## src/rtl/eth_pkg.sv

```systemverilog
// Shared definitions for the Ethernet receive FCS checker: FSM states,
// CRC-32 constants and the bit positions of the verdict error flags.
package eth_pkg;

    typedef enum logic [1:0] {
        IDLE     = 2'd0,
        PREAMBLE = 2'd1,
        DATA     = 2'd2,
        DROP     = 2'd3
    } eth_state_e;

    localparam logic [31:0] CRC_INIT    = 32'hFFFF_FFFF;
    localparam logic [31:0] CRC_RESIDUE = 32'hC704_DD7B;
    localparam logic [31:0] CRC_POLY    = 32'h04C1_1DB7;

    localparam logic [7:0] PREAMBLE_BYTE = 8'h55;
    localparam logic [7:0] SFD_BYTE      = 8'hD5;

    // err_flags bit positions: {oversize, runt, rx_er seen, CRC mismatch}
    localparam int ERR_CRC      = 0;
    localparam int ERR_RXER     = 1;
    localparam int ERR_RUNT     = 2;
    localparam int ERR_OVERSIZE = 3;

    // Holds back the trailing FCS so it never reaches the payload output
    localparam int BUF_DEPTH = 5;

endpackage

```

## src/rtl/crc32_d8_comb.sv

```systemverilog
// One-byte combinational CRC-32 step, register kept un-reflected and the
// byte consumed bit 0 first, matching serial Ethernet order.
module crc32_d8_comb
    import eth_pkg::*;
(
    input  logic [7:0]  data,
    input  logic [31:0] crc_in,
    output logic [31:0] crc_out
);

    logic [31:0] c;

    always_comb begin
        c = crc_in;
        for (int i = 0; i < 8; i++) begin
            if (c[31] ^ data[i]) begin
                c = {c[30:0], 1'b0} ^ CRC_POLY;
            end else begin
                c = {c[30:0], 1'b0};
            end
        end
        crc_out = c;
    end

endmodule

```

## src/rtl/eth_rx_fcs_check.sv

```systemverilog
// GMII receive path: strips preamble/SFD, forwards payload with the FCS
// removed, and reports a per-frame verdict (CRC, length, rx_er).
module eth_rx_fcs_check
    import eth_pkg::*;
#(
    parameter int MIN_LEN = 64,
    parameter int MAX_LEN = 1518
) (
    input  logic       clock,
    input  logic       reset,
    input  logic       rx_dv,
    input  logic       rx_er,
    input  logic [7:0] rx_data,
    output logic       out_valid,
    output logic [7:0] out_data,
    output logic       out_last,
    output logic       frame_done,
    output logic       frame_ok,
    output logic [3:0] err_flags,
    output eth_state_e debug_state
);

    localparam logic [10:0] MIN_W = 11'(MIN_LEN);
    localparam logic [10:0] MAX_W = 11'(MAX_LEN);
    localparam logic [10:0] BUF_W = 11'(BUF_DEPTH);
    localparam logic [2:0]  FULL  = 3'(BUF_DEPTH);

    eth_state_e  state_q, state_d;
    logic [31:0] crc_q, crc_next;
    logic [10:0] len_q, len_inc;
    logic [2:0]  cnt_q;
    logic [7:0]  buf_q [BUF_DEPTH];
    logic        er_q, oversize_q;
    logic        over_next;

    logic        emit_d, emit_last_d, done_d, ok_d;
    logic [3:0]  flags_d;

    crc32_d8_comb u_crc (
        .data    (rx_data),
        .crc_in  (crc_q),
        .crc_out (crc_next)
    );

    assign len_inc     = (len_q == 11'h7FF) ? len_q : len_q + 11'd1;
    assign over_next   = (len_inc > MAX_W);
    assign debug_state = state_q;

    always_ff @(posedge clock or posedge reset) begin
        if (reset) begin
            state_q <= IDLE;
        end else begin
            state_q <= state_d;
        end
    end

    always_comb begin
        state_d = state_q;
        case (state_q)
            IDLE: begin
                if (rx_dv) begin
                    state_d = (rx_data == PREAMBLE_BYTE) ? PREAMBLE : DROP;
                end
            end
            PREAMBLE: begin
                if (!rx_dv) begin
                    state_d = IDLE;
                end else if (rx_data == SFD_BYTE) begin
                    state_d = DATA;
                end else if (rx_data != PREAMBLE_BYTE) begin
                    state_d = DROP;
                end
            end
            DATA: begin
                if (!rx_dv) begin
                    state_d = IDLE;
                end else if (over_next) begin
                    state_d = DROP;
                end
            end
            DROP: begin
                if (!rx_dv) begin
                    state_d = IDLE;
                end
            end
            default: state_d = IDLE;
        endcase
    end

    // out_valid is a pure strobe: there is no ready, every flagged byte is taken.
    always_comb begin
        emit_d      = 1'b0;
        emit_last_d = 1'b0;
        done_d      = 1'b0;
        ok_d        = 1'b0;
        flags_d     = 4'b0000;
        case (state_q)
            DATA: begin
                if (rx_dv) begin
                    emit_d = (cnt_q == FULL) && !over_next;
                end else begin
                    emit_d                = (cnt_q == FULL);
                    emit_last_d           = (cnt_q == FULL);
                    done_d                = 1'b1;
                    flags_d[ERR_CRC]      = (crc_q != CRC_RESIDUE);
                    flags_d[ERR_RXER]     = er_q;
                    flags_d[ERR_RUNT]     = (len_q < MIN_W) || (len_q < BUF_W);
                    flags_d[ERR_OVERSIZE] = 1'b0;
                    ok_d                  = (flags_d == 4'b0000);
                end
            end
            DROP: begin
                if (!rx_dv && oversize_q) begin
                    done_d                = 1'b1;
                    flags_d[ERR_OVERSIZE] = 1'b1;
                    flags_d[ERR_RXER]     = er_q;
                end
            end
            default: ;
        endcase
    end

    always_ff @(posedge clock or posedge reset) begin
        if (reset) begin
            crc_q      <= CRC_INIT;
            len_q      <= '0;
            cnt_q      <= '0;
            er_q       <= 1'b0;
            oversize_q <= 1'b0;
            for (int i = 0; i < BUF_DEPTH; i++) begin
                buf_q[i] <= 8'h00;
            end
            out_valid  <= 1'b0;
            out_data   <= 8'h00;
            out_last   <= 1'b0;
            frame_done <= 1'b0;
            frame_ok   <= 1'b0;
            err_flags  <= 4'b0000;
        end else begin
            out_valid  <= emit_d;
            out_last   <= emit_last_d;
            frame_done <= done_d;
            frame_ok   <= ok_d;
            if (emit_d) begin
                out_data <= buf_q[0];
            end
            if (done_d) begin
                err_flags <= flags_d;
            end

            case (state_q)
                PREAMBLE: begin
                    if (rx_dv && rx_data == SFD_BYTE) begin
                        crc_q      <= CRC_INIT;
                        len_q      <= '0;
                        cnt_q      <= '0;
                        er_q       <= 1'b0;
                        oversize_q <= 1'b0;
                    end
                end
                DATA: begin
                    if (rx_dv) begin
                        crc_q <= crc_next;
                        len_q <= len_inc;
                        // Oldest byte sits in slot 0 once the buffer is full
                        for (int i = 0; i < BUF_DEPTH - 1; i++) begin
                            buf_q[i] <= buf_q[i+1];
                        end
                        buf_q[BUF_DEPTH-1] <= rx_data;
                        if (cnt_q != FULL) begin
                            cnt_q <= cnt_q + 3'd1;
                        end
                        if (rx_er) begin
                            er_q <= 1'b1;
                        end
                        if (over_next) begin
                            oversize_q <= 1'b1;
                        end
                    end else begin
                        cnt_q <= '0;
                    end
                end
                DROP: begin
                    if (!rx_dv) begin
                        oversize_q <= 1'b0;
                    end
                end
                default: ;
            endcase
        end
    end

endmodule

```

## config.mk

```make
export PLATFORM = sky130hd
export DESIGN_NAME = eth_rx_fcs_check
export DESIGN_NICKNAME = d
export VERILOG_FILES = /design/src/rtl/eth_pkg.sv /design/src/rtl/crc32_d8_comb.sv /design/src/rtl/eth_rx_fcs_check.sv
export SDC_FILE = /design/constraint.sdc
export NUM_CORES = 1
export LEC_CHECK = 0
export BUFFER_PORTS_ARGS = -buffer_cell sky130_fd_sc_hd__buf_2
export CAP_MARGIN = 0
export CORE_AREA = 8 8 116 118
export CTS_BUF_LIST = sky130_fd_sc_hd__clkbuf_4 sky130_fd_sc_hd__clkbuf_8
export CTS_CLUSTER_SIZE = 28
export DETAILED_ROUTE_END_ITERATION = 7
export DIE_AREA = 0 0 124 126
export GPL_ROUTABILITY_DRIVEN = 0
export GPL_TIMING_DRIVEN = 0
export PLACE_DENSITY = 0.69
export SYNTH_ARGS = -nofsm -noshare
export SYNTH_HDL_FRONTEND = slang
export SYNTH_HIERARCHICAL = 1
export SYNTH_SLANG_ARGS = --single-unit
```

## constraint.sdc

```tcl
create_clock -name clock -period 4.4 [get_ports clock]
set_input_delay 0.44 -clock clock [delete_from_list [all_inputs] [get_ports clock]]
set_output_delay 0.44 -clock clock [all_outputs]
set_load 0.01 [all_outputs]
```

==> flow_summary.json, run 1 <==
{
  "fin_tns_setup_ps": 0,
  "vias": 3920,
  "dp_slack_ps": 1920,
  "fp.dieW_um": 124,
  "synth-seq-cells": 106,
  "drc": 0,
  "grt_setup_unrepaired": "no",
  "hold_violations": 0,
  "p_leak_nw": 2.91,
  "cts_resized": 0,
  "syn_nets": 563,
  "dp_hpwl_mm": 8.72,
  "slew_violations": 0,
  "synth_cells": 548,
  "grt-ovfl-total": 0,
  "crit_type": "reg2reg",
  "fp-row-count": 40,
  "yosysWarnings": 6,
  "drtIter0Drc": 385,
  "synth_top_area_share_pct": 32.9,
  "worst-path-max-fanout": 10,
  "slew_headroom_pct": 54.1,
  "core_area_um2": 11700,
  "cts_buffers": 9,
  "min_period_over_period_pct": 55.9,
  "grt_antenna_before_repair": 0,
  "worst_path_max_delay_cell": "clkbuf_1",
  "wl_mm": 12.0,
  "irDropWorstVdd_mv": 0.542,
  "area_growth_pct": 9.77,
  "cts.reportedPaths.clkPinSlew_ps": 100,
  "cts_sinks": 106,
  "reg2reg_to": "cnt_q[0]$_DFFE_PP0P_",
  "finalClockSkew_ps": 10.0,
  "nets": 604,
  "htreeDepth": 3,
  "tightest_slew_ps": 688,
  "yosysMostFrequentCell": "nand2_1",
  "ios": 30,
  "critPathMaxStageDelay_ps": 510,
  "grt_max_degree": 55,
  "yosysTopAreaCell": "dfrtp_1",
  "setup_ws_ps": 1940,
  "io_buffers": 29,
  "n_fill_cell": 1066,
  "clk_latency_ps": 380,
  "grt_pass1_wl_mm": 19.7,
  "r2r_cells": 6,
  "netlist_area_um2": 5640,
  "grt_pass1_vias": 3886,
  "setup_violations": 0,
  "hold_buffers": 0,
  "period_needed_ps": 2460,
  "cts_tree": "built",
  "ys_seq_area_share_pct": 47.8,
  "startpoint_type": "register",
  "status": "finished clean",
  "clockBufferDepth": 2,
  "synth_cell_type_count": 56,
  "avgSynthCellArea_um2": 10.3,
  "cp-end-kind": "register",
  "die_h_um": 126,
  "synth_top_flop_cell": "dfrtp_1",
  "cellPowerDensity_nw_per_um2": 686,
  "insertedDiodeCount": 0,
  "worstPathRequired_ps": 4700,
  "clockRootBuffer": "clkbuf_8",
  "final_antenna_net_count": 0,
  "ff_latch_area_um2": 2690,
  "multi_input_area_um2": 2740,
  "grtUsageTotal_pct": 16.0,
  "drt-vias-per-instance": 5.29,
  "crit_chain": "nor2b_1, and2_1, clkbuf_1, clkbuf_1, nand2_1, o21ai_0",
  "cp.arrival_ps": 2760,
  "wl_per_cell_um": 16.2,
  "cts_setup_buffers": 0,
  "start_util_pct": 48.1,
  "dr.pass1.iters": 4,
  "drive_gt1_share_pct": 20.9,
  "hold_path.class": "in2async",
  "synthTopCellsByCount": "nand2_1 (131), dfrtp_1 (74), nor2_1 (71)",
  "synthTopCellsByArea": "dfrtp_1 (33%), dfstp_2 (15%), nand2_1 (8.7%), nor2_1 (4.7%), xnor2_4 (3.9%)",
  "max-cap-violations": 0,
  "async_flop_share_pct": 100,
  "critical_path.most_common_cell": "clkbuf_1",
  "rr_startpoint": "debug_state[1]$_DFFE_PP0P_",
  "dieArea_um2": 15600,
  "synth-edff-count": 0,
  "rrSetupSlack_ps": 1940,
  "max_freq_ghz": 0.407
}
[placed cells by master (no fill, tap or decap), types with 5 or more instances in the layout]
cell        n
nand3_1     6
nand4_1     5
nand4b_1    7
a31oi_1     6
clkbuf_8   13
nand2_1   131
xnor2_4     8
nor2_1     71
xor2_1      8
xor3_1      8
xnor3_1     7
nor3_1     15
dfstp_2    32
a21oi_1    30
xnor2_1    25
dfrtp_1    74
clkbuf_1   15
buf_2      32
mux2_2      8
o21ai_0    18
inv_1       6
[critical path: cells and delay by family (launching register included)]
| kind | cells | cell delay [ps] |
|---|---|---|
| AO/OA/AOI/OAI | 1 | 180 |
| buffers and inverters | 2 | 1010 |
| flip-flops | 1 | 470 |
| AND/OR/NAND/NOR | 3 | 710 |
[layer usage]
| metal | track usage (%) | wire [µm] |
|---|---|---|
| met4 | 5.39 | 214 |
| met3 | 3.17 | 531 |
| met1 | 20.9 | 5280 |
| met2 | 25.9 | 5960 |
| met5 | 0 | 0 |
[where the power goes]
group          switching [W]  leakage (nW)  internal (W)
Sequential          0.000237          1.31       0.00133
Combinational       0.000886          1.50       0.00120
Clock               0.000359         0.101      0.000234
[cells by family after synthesis]
family	synth area share [%]
buf+inv	3.60
xor+xnor	17.6
flops	47.8
mux	2.04
compound gates	7.68
fa+ha+maj	0.666
simple gates	20.6
[per-stage QoR]
stage	cell area [µm²]	total power (W)	hold WS [ps]	std cells	util (%)
after global routing	6190	0.00450	187	741	52.8
after CTS	6190	0.00428	171	741	52.8
after global placement	5970	0.00362	448	724	50.9
after detailed placement	6000	0.00366	452	725	51.2
after floorplan	5640	0.00329	433	548	-
final	6190	0.00425	141	741	52.8
[state kept, by name, summed over array words and instances, names as in the netlist]
signal / flops
buf_q: 40
crc_q: 32
len_q: 11
out_data: 8
err_flags: 4
cnt_q: 3
debug_state: 2
er_q: 1
frame_done: 1
frame_ok: 1
out_last: 1
out_valid: 1
oversize_q: 1
[how the worst max path moves through the flow]
stage	to	from	slack (ps)
2_1_floorplan	buf_q[0]$_DFFE_PP0P_	reset	1220
3_3_place_gp	buf_q[0]$_DFFE_PP0P_	reset	70
3_5_place_dp	len_q[0]$_DFFE_PP0P_	rx_data[1]	1920
4_1_cts	cnt_q[0]$_DFFE_PP0P_	debug_state[1]$_DFFE_PP0P_	1940
5_1_grt	cnt_q[0]$_DFFE_PP0P_	debug_state[1]$_DFFE_PP0P_	1790
6_report	cnt_q[0]$_DFFE_PP0P_	debug_state[1]$_DFFE_PP0P_	1940
[area by class of cell]
type                            instances  share of cell area [%]
Tap cell                              147                    2.97
Multi-Input combinational cell        406                    44.3
Inverter                                7                   0.465
Buffer                                 29                    2.85
Timing Repair Buffer                   30                    2.79
Clock buffer                           10                    2.22
Sequential cell                       106                    43.5
Clock inverter                          6                   0.870
(Power assumes the default switching activity.)
==> run 2, diff against run 1 <==
- PLACE_DENSITY: 0.69 -> 0.71
- clock period: 4.4 -> 1.98 ns (I/O delays scaled with it)
==> run 2 against run 1 <==
The run now ends with negative setup slack left. Core utilization rose by 5.0 points. Final cell count rose by 3.9%. Maximum frequency rose by 15%. Sequential share of layout area fell by 3.7 points. Count of clock-buffer cells in the layout did not move. Sequential power rose by 120%.
==> flow_summary.json, run 2 (synthesis results as in run 1) <==
{
  "cp-end-kind": "register",
  "final_cells": 770,
  "violations": "negative setup slack",
  "core_area_um2": 11700,
  "status": "finished with violations",
  "final_antenna_net_count": 0,
  "cp.arrival_ps": 2420,
  "grt_max_degree": 45,
  "dieArea_um2": 15600,
  "nets": 633,
  "wl_per_cell_um": 17.1,
  "max-cap-violations": 0,
  "fin_hold_ws_ps": 75.8,
  "p_leak_nw": 3.17,
  "grt_setup_unrepaired": "yes",
  "irDropWorstVdd_mv": 0.918,
  "ios": 30,
  "start_util_pct": 48.1,
  "path_delay_family": "compound AO/OA/AOI/OAI gates",
  "drtIter0Drc": 322,
  "fp.dieW_um": 124,
  "cts.reportedPaths.clkPinSlew_ps": 110,
  "cts_sinks": 106,
  "period_needed_ps": 2140,
  "min_period_over_period_pct": 108,
  "crit_type": "reg2reg",
  "largest_register_ffs": 40,
  "die_h_um": 126,
  "final_cell_mix": "nand2_1 (129), dfrtp_1 (71), nor2_1 (69)",
  "worstPathRequired_ps": 2260,
  "worst_path_max_delay_cell": "dfrtp_2",
  "fp-row-count": 40,
  "slew_violations": 0,
  "startpoint_type": "register",
  "area_growth_pct": 20.2,
  "grt-ovfl-total": 0,
  "final_util_pct": 57.9,
  "worst-path-max-fanout": 7,
  "cts_buffers": 9,
  "grt_antenna_before_repair": 0,
  "max_freq_ghz": 0.467,
  "grt_pass1_vias": 4104,
  "ff_latch_area_um2": 2700,
  "vias": 4118,
  "drive_gt1_share_pct": 32.1,
  "path_buf_inv": 2,
  "drt-vias-per-instance": 5.35,
  "cts_tree": "built",
  "place.detailed.instances": 726,
  "hold_path.class": "in2reg",
  "tightest_slew_ps": 922,
  "drc": 0,
  "htreeDepth": 3,
  "insertedDiodeCount": 0,
  "clockRootBuffer": "clkbuf_8",
  "finalClockSkew_ps": 13.8,
  "total_power_w": 0.0101,
  "top_register": "buf_q",
  "cellPowerDensity_nw_per_um2": 1490,
  "setup_ws_ps": -159,
  "mostFrequentLayoutCell": "nand2_1",
  "n_fill_cell": 961,
  "grtUsageTotal_pct": 17.4,
  "io_buffers": 29,
  "dr.pass1.iters": 4,
  "slew_headroom_pct": 38.5,
  "hold_violations": 0,
  "top_regs": "buf_q x40, crc_q x32, len_q x11",
  "wl_mm": 13.2,
  "critPathMaxStageDelay_ps": 450,
  "grt_pass1_wl_mm": 21.2,
  "clk_latency_ps": 390,
  "fin_tns_setup_ps": -1330,
  "dp_hpwl_mm": 8.93,
  "setup_violations": 15,
  "multi_input_area_um2": 3020,
  "clockBufferDepth": 2,
  "crit_chain": "ha_4, buf_6, and3_4, a21oi_4, o31ai_4, a31oi_4, clkbuf_16, mux2_4"
}
-- run 2: cell types whose count changed in the layout (fill, tap and decap cells not counted), sizes merged --
cell         before  now
clkbuf           28   26
buf              41   71
inv              11   10
clkinvlp          0    2
clkinv            2    1
dlygate4sd3       0    1
-- run 2: per-stage QoR --
step	setup slack [ps]	instance area, µm²
2_1_floorplan	-6.73	5650
3_3_place_gp	-307	5980
3_5_place_dp	-423	6020
4_1_cts	-103	6590
5_1_grt	-293	6780
6_report	-159	6780
-- run 2: worst paths after layout --
kind,start,end,slack (ps),cells after the start
min in group asynchronous,reset,err_flags[1]$_DFFE_PP0P_,450,3
min reg2reg,buf_q[12]$_DFFE_PP0P_,buf_q[20]$_DFFE_PP0P_,460,2
max,len_q[1]$_DFFE_PP0P_,out_data[7]$_DFFE_PP0P_,-160,8
max reg2reg,len_q[1]$_DFFE_PP0P_,out_data[7]$_DFFE_PP0P_,-160,8
max in group asynchronous,reset,crc_q[25]$_DFFE_PP1P_,820,4
min,rx_er,er_q$_DFFE_PP0P_,80,2
-- run 2: repair_timing --
item	4_1_cts	5_1_grt
endpoints found under the setup margin	89	69
buffers inserted	25	5
gates resized for setup	57	46
hold endpoints to repair	30	0
pin swaps	11	13
hold buffers	1	0
cloned	2	0
-- run 2: report_power, final --
| group | leakage [nW] | switching (W) | internal [W] |
|---|---|---|---|
| combinational | 1.77 | 0.00232 | 0.00296 |
| sequential | 1.30 | 0.000536 | 0.00295 |
| clock | 0.0947 | 0.000810 | 0.000501 |
| total | 3.17 | 0.00367 | 0.00641 |
-- run 2: routing by layer --
layer | GRT usage, % | vias up | routed length, µm
li1 | - | 1969 | -
met1 | 22.0 | 2021 | 5630
met2 | 28.9 | 103 | 6740
met3 | 3.08 | 25 | 557
met4 | 6.86 | 0 | 282
met5 | 0 | - | 0
-- run 2: cell type report --
cell class / count / area share, %
multi-input cells: 406 / 44.6
plain buffers: 24 / 2.51
inverters: 7 / 0.443
well taps: 147 / 2.71
repair buffers: 64 / 7.15
flip-flops and latches: 106 / 39.8
clock buffers: 10 / 1.94
clock inverters: 6 / 0.831
==> run 3, diff against run 2 <==
- CORE_AREA: 8 8 116 118 -> 8 8 109 111
- DIE_AREA: 0 0 124 126 -> 0 0 117 119
- PLACE_DENSITY: 0.71 -> 0.8
==> run 3 against run 2 <==
The run still ends with negative setup slack left. Critical path depth is the same. Global-route usage grew 2.2 points. Sequential cell count is the same. Setup slack gained 32 ps. Sequential share of layout area shrank 0.19 points. Wire length grew 4.0%. First-iteration DRC count grew 25%. Final cell count shrank 0.26%. Worst hold slack lost 35 ps. Combinational power grew 5.1%. Critical path type unchanged. Critical endpoint is now out_data[5]$_DFFE_PP0P_. Highest routed layer unchanged.
==> flow_summary.json, run 3 (synthesis results as in run 1) <==
{
  "max_freq_ghz": 0.475,
  "fp.dieW_um": 117,
  "grtUsageTotal_pct": 19.6,
  "area_growth_pct": 20.7,
  "worst-path-max-fanout": 7,
  "core_area_um2": 10100,
  "tightest_slew_ps": 624,
  "hold_violations": 0,
  "grt_setup_unrepaired": "yes",
  "startpoint_type": "register",
  "cts_sinks": 106,
  "violations": "negative setup slack",
  "path_buf_inv": 1,
  "dp_hpwl_mm": 9.01,
  "finalClockSkew_ps": 11.7,
  "n_fill_cell": 699,
  "largest_register_ffs": 40,
  "irDropWorstVdd_mv": 1.23,
  "start_util_pct": 55.9,
  "nets": 642,
  "critPathMaxStageDelay_ps": 460,
  "dieArea_um2": 13900,
  "top_register": "buf_q",
  "cts_tree": "built",
  "cts_buffers": 9,
  "worstPathRequired_ps": 2270,
  "wl_mm": 13.7,
  "mostFrequentLayoutCell": "nand2_1",
  "dpl_cell_area_um2": 6030,
  "path_delay_family": "compound AO/OA/AOI/OAI gates",
  "period_needed_ps": 2110,
  "place.detailed.instances": 716,
  "dr.pass1.iters": 5,
  "worst_path_max_delay_cell": "dfrtp_1",
  "max-cap-violations": 0,
  "top_regs": "buf_q x40, crc_q x32, len_q x11",
  "status": "finished with violations",
  "clockRootBuffer": "clkbuf_8",
  "ios": 30,
  "drive_gt1_share_pct": 31.2,
  "multi_input_area_um2": 2940,
  "cellPowerDensity_nw_per_um2": 1560,
  "setup_ws_ps": -127,
  "clk_latency_ps": 400,
  "crit_chain": "ha_4, nand4_1, a31oi_1, or2_4, a21oi_4, a31oi_4, clkbuf_16, mux2_2",
  "insertedDiodeCount": 0,
  "finalInstanceArea_um2": 6810,
  "drc": 0,
  "vias": 4332,
  "cts.reportedPaths.clkPinSlew_ps": 110,
  "setup_violations": 9,
  "ff_latch_area_um2": 2700,
  "htreeDepth": 3,
  "die_h_um": 119,
  "grt_max_degree": 31,
  "grt_antenna_before_repair": 0,
  "fp-row-count": 37,
  "hold_path.class": "in2reg",
  "min_period_over_period_pct": 106,
  "final_cells": 768,
  "crit_type": "reg2reg",
  "clockBufferDepth": 2,
  "grt-ovfl-total": 0,
  "io_buffers": 29,
  "grt_pass1_vias": 4277,
  "cp-end-kind": "register",
  "drt-vias-per-instance": 5.64,
  "grt_pass1_wl_mm": 21.4,
  "total_power_w": 0.0106,
  "final_cell_mix": "nand2_1 (129), dfrtp_1 (72), nor2_1 (71)",
  "slew_headroom_pct": 58.4,
  "slew_violations": 0,
  "cp.arrival_ps": 2390,
  "final_antenna_net_count": 0,
  "p_leak_nw": 3.20,
  "final_util_pct": 67.4,
  "wl_per_cell_um": 17.9,
  "drtIter0Drc": 402
}
## run 3: changes by cell type in the layout (fill, tap and decap cells not counted), sizes merged
cell / delta
and3: +1
clkinvlp: -1
clkbuf: +1
buf: +6
bufinv: +2
## run 3: final timing paths
check                                            from                       to  slack, ps  cells after the start
worst max-delay path             len_q[0]$_DFFE_PP0P_  out_data[5]$_DFFE_PP0P_       -130                      8
worst min-delay path                            rx_er         er_q$_DFFE_PP0P_         40                      2
worst max register to register   len_q[0]$_DFFE_PP0P_  out_data[5]$_DFFE_PP0P_       -130                      8
worst min register to register  buf_q[17]$_DFFE_PP0P_    buf_q[25]$_DFFE_PP0P_        480                      2
max in group asynchronous                       reset    crc_q[22]$_DFFE_PP1P_        750                      5
min in group asynchronous                       reset     len_q[5]$_DFFE_PP0P_        410                      3
## run 3: timing repair
item | in CTS | in global routing
buffers inserted | 15 | 20
hold buffers | 1 | 0
endpoints found under the hold margin | 10 | 0
cloned | 1 | 2
pin swaps | 10 | 15
resized for setup | 43 | 26
endpoints found under the setup margin | 90 | 63
## run 3: power by group
part | internal [W] | switching, W | total, W
logic | 0.00315 | 0.00241 | 0.00555
registers | 0.00295 | 0.000550 | 0.00350
clock network | 0.000749 | 0.000835 | 0.00158
## run 3: layout make-up
class | count | area share (%)
inverters | 7 | 0.441
plain buffers | 26 | 2.72
flip-flops and latches | 106 | 39.6
multi-input cells | 407 | 43.1
clock buffers | 9 | 1.82
repair buffers | 70 | 8.07
well taps | 136 | 2.50
clock inverters | 7 | 1.71
## run 3: stage by stage
| stage | setup WS (ps) | setup TNS, ps | hold WS [ps] |
|---|---|---|---|
| final | -127 | -918 | 40.9 |
| after detailed placement | -369 | -18310 | 295 |
| after global routing | -176 | -1490 | 32.0 |
| after CTS | -129 | -885 | 35.6 |
| after global placement | -330 | -21850 | 440 |
| after floorplan | -6.73 | -47.1 | 303 |
## run 3: metal layers
metal	global-route usage, %	wire [µm]	share of wire [%]	up-vias
li1	-	-	-	2000
met1	23.9	5400	39	2148
met2	32.9	7090	52	147
met3	4.50	869	6.3	37
met4	7.53	375	2.7	0
met5	0	0	0	-
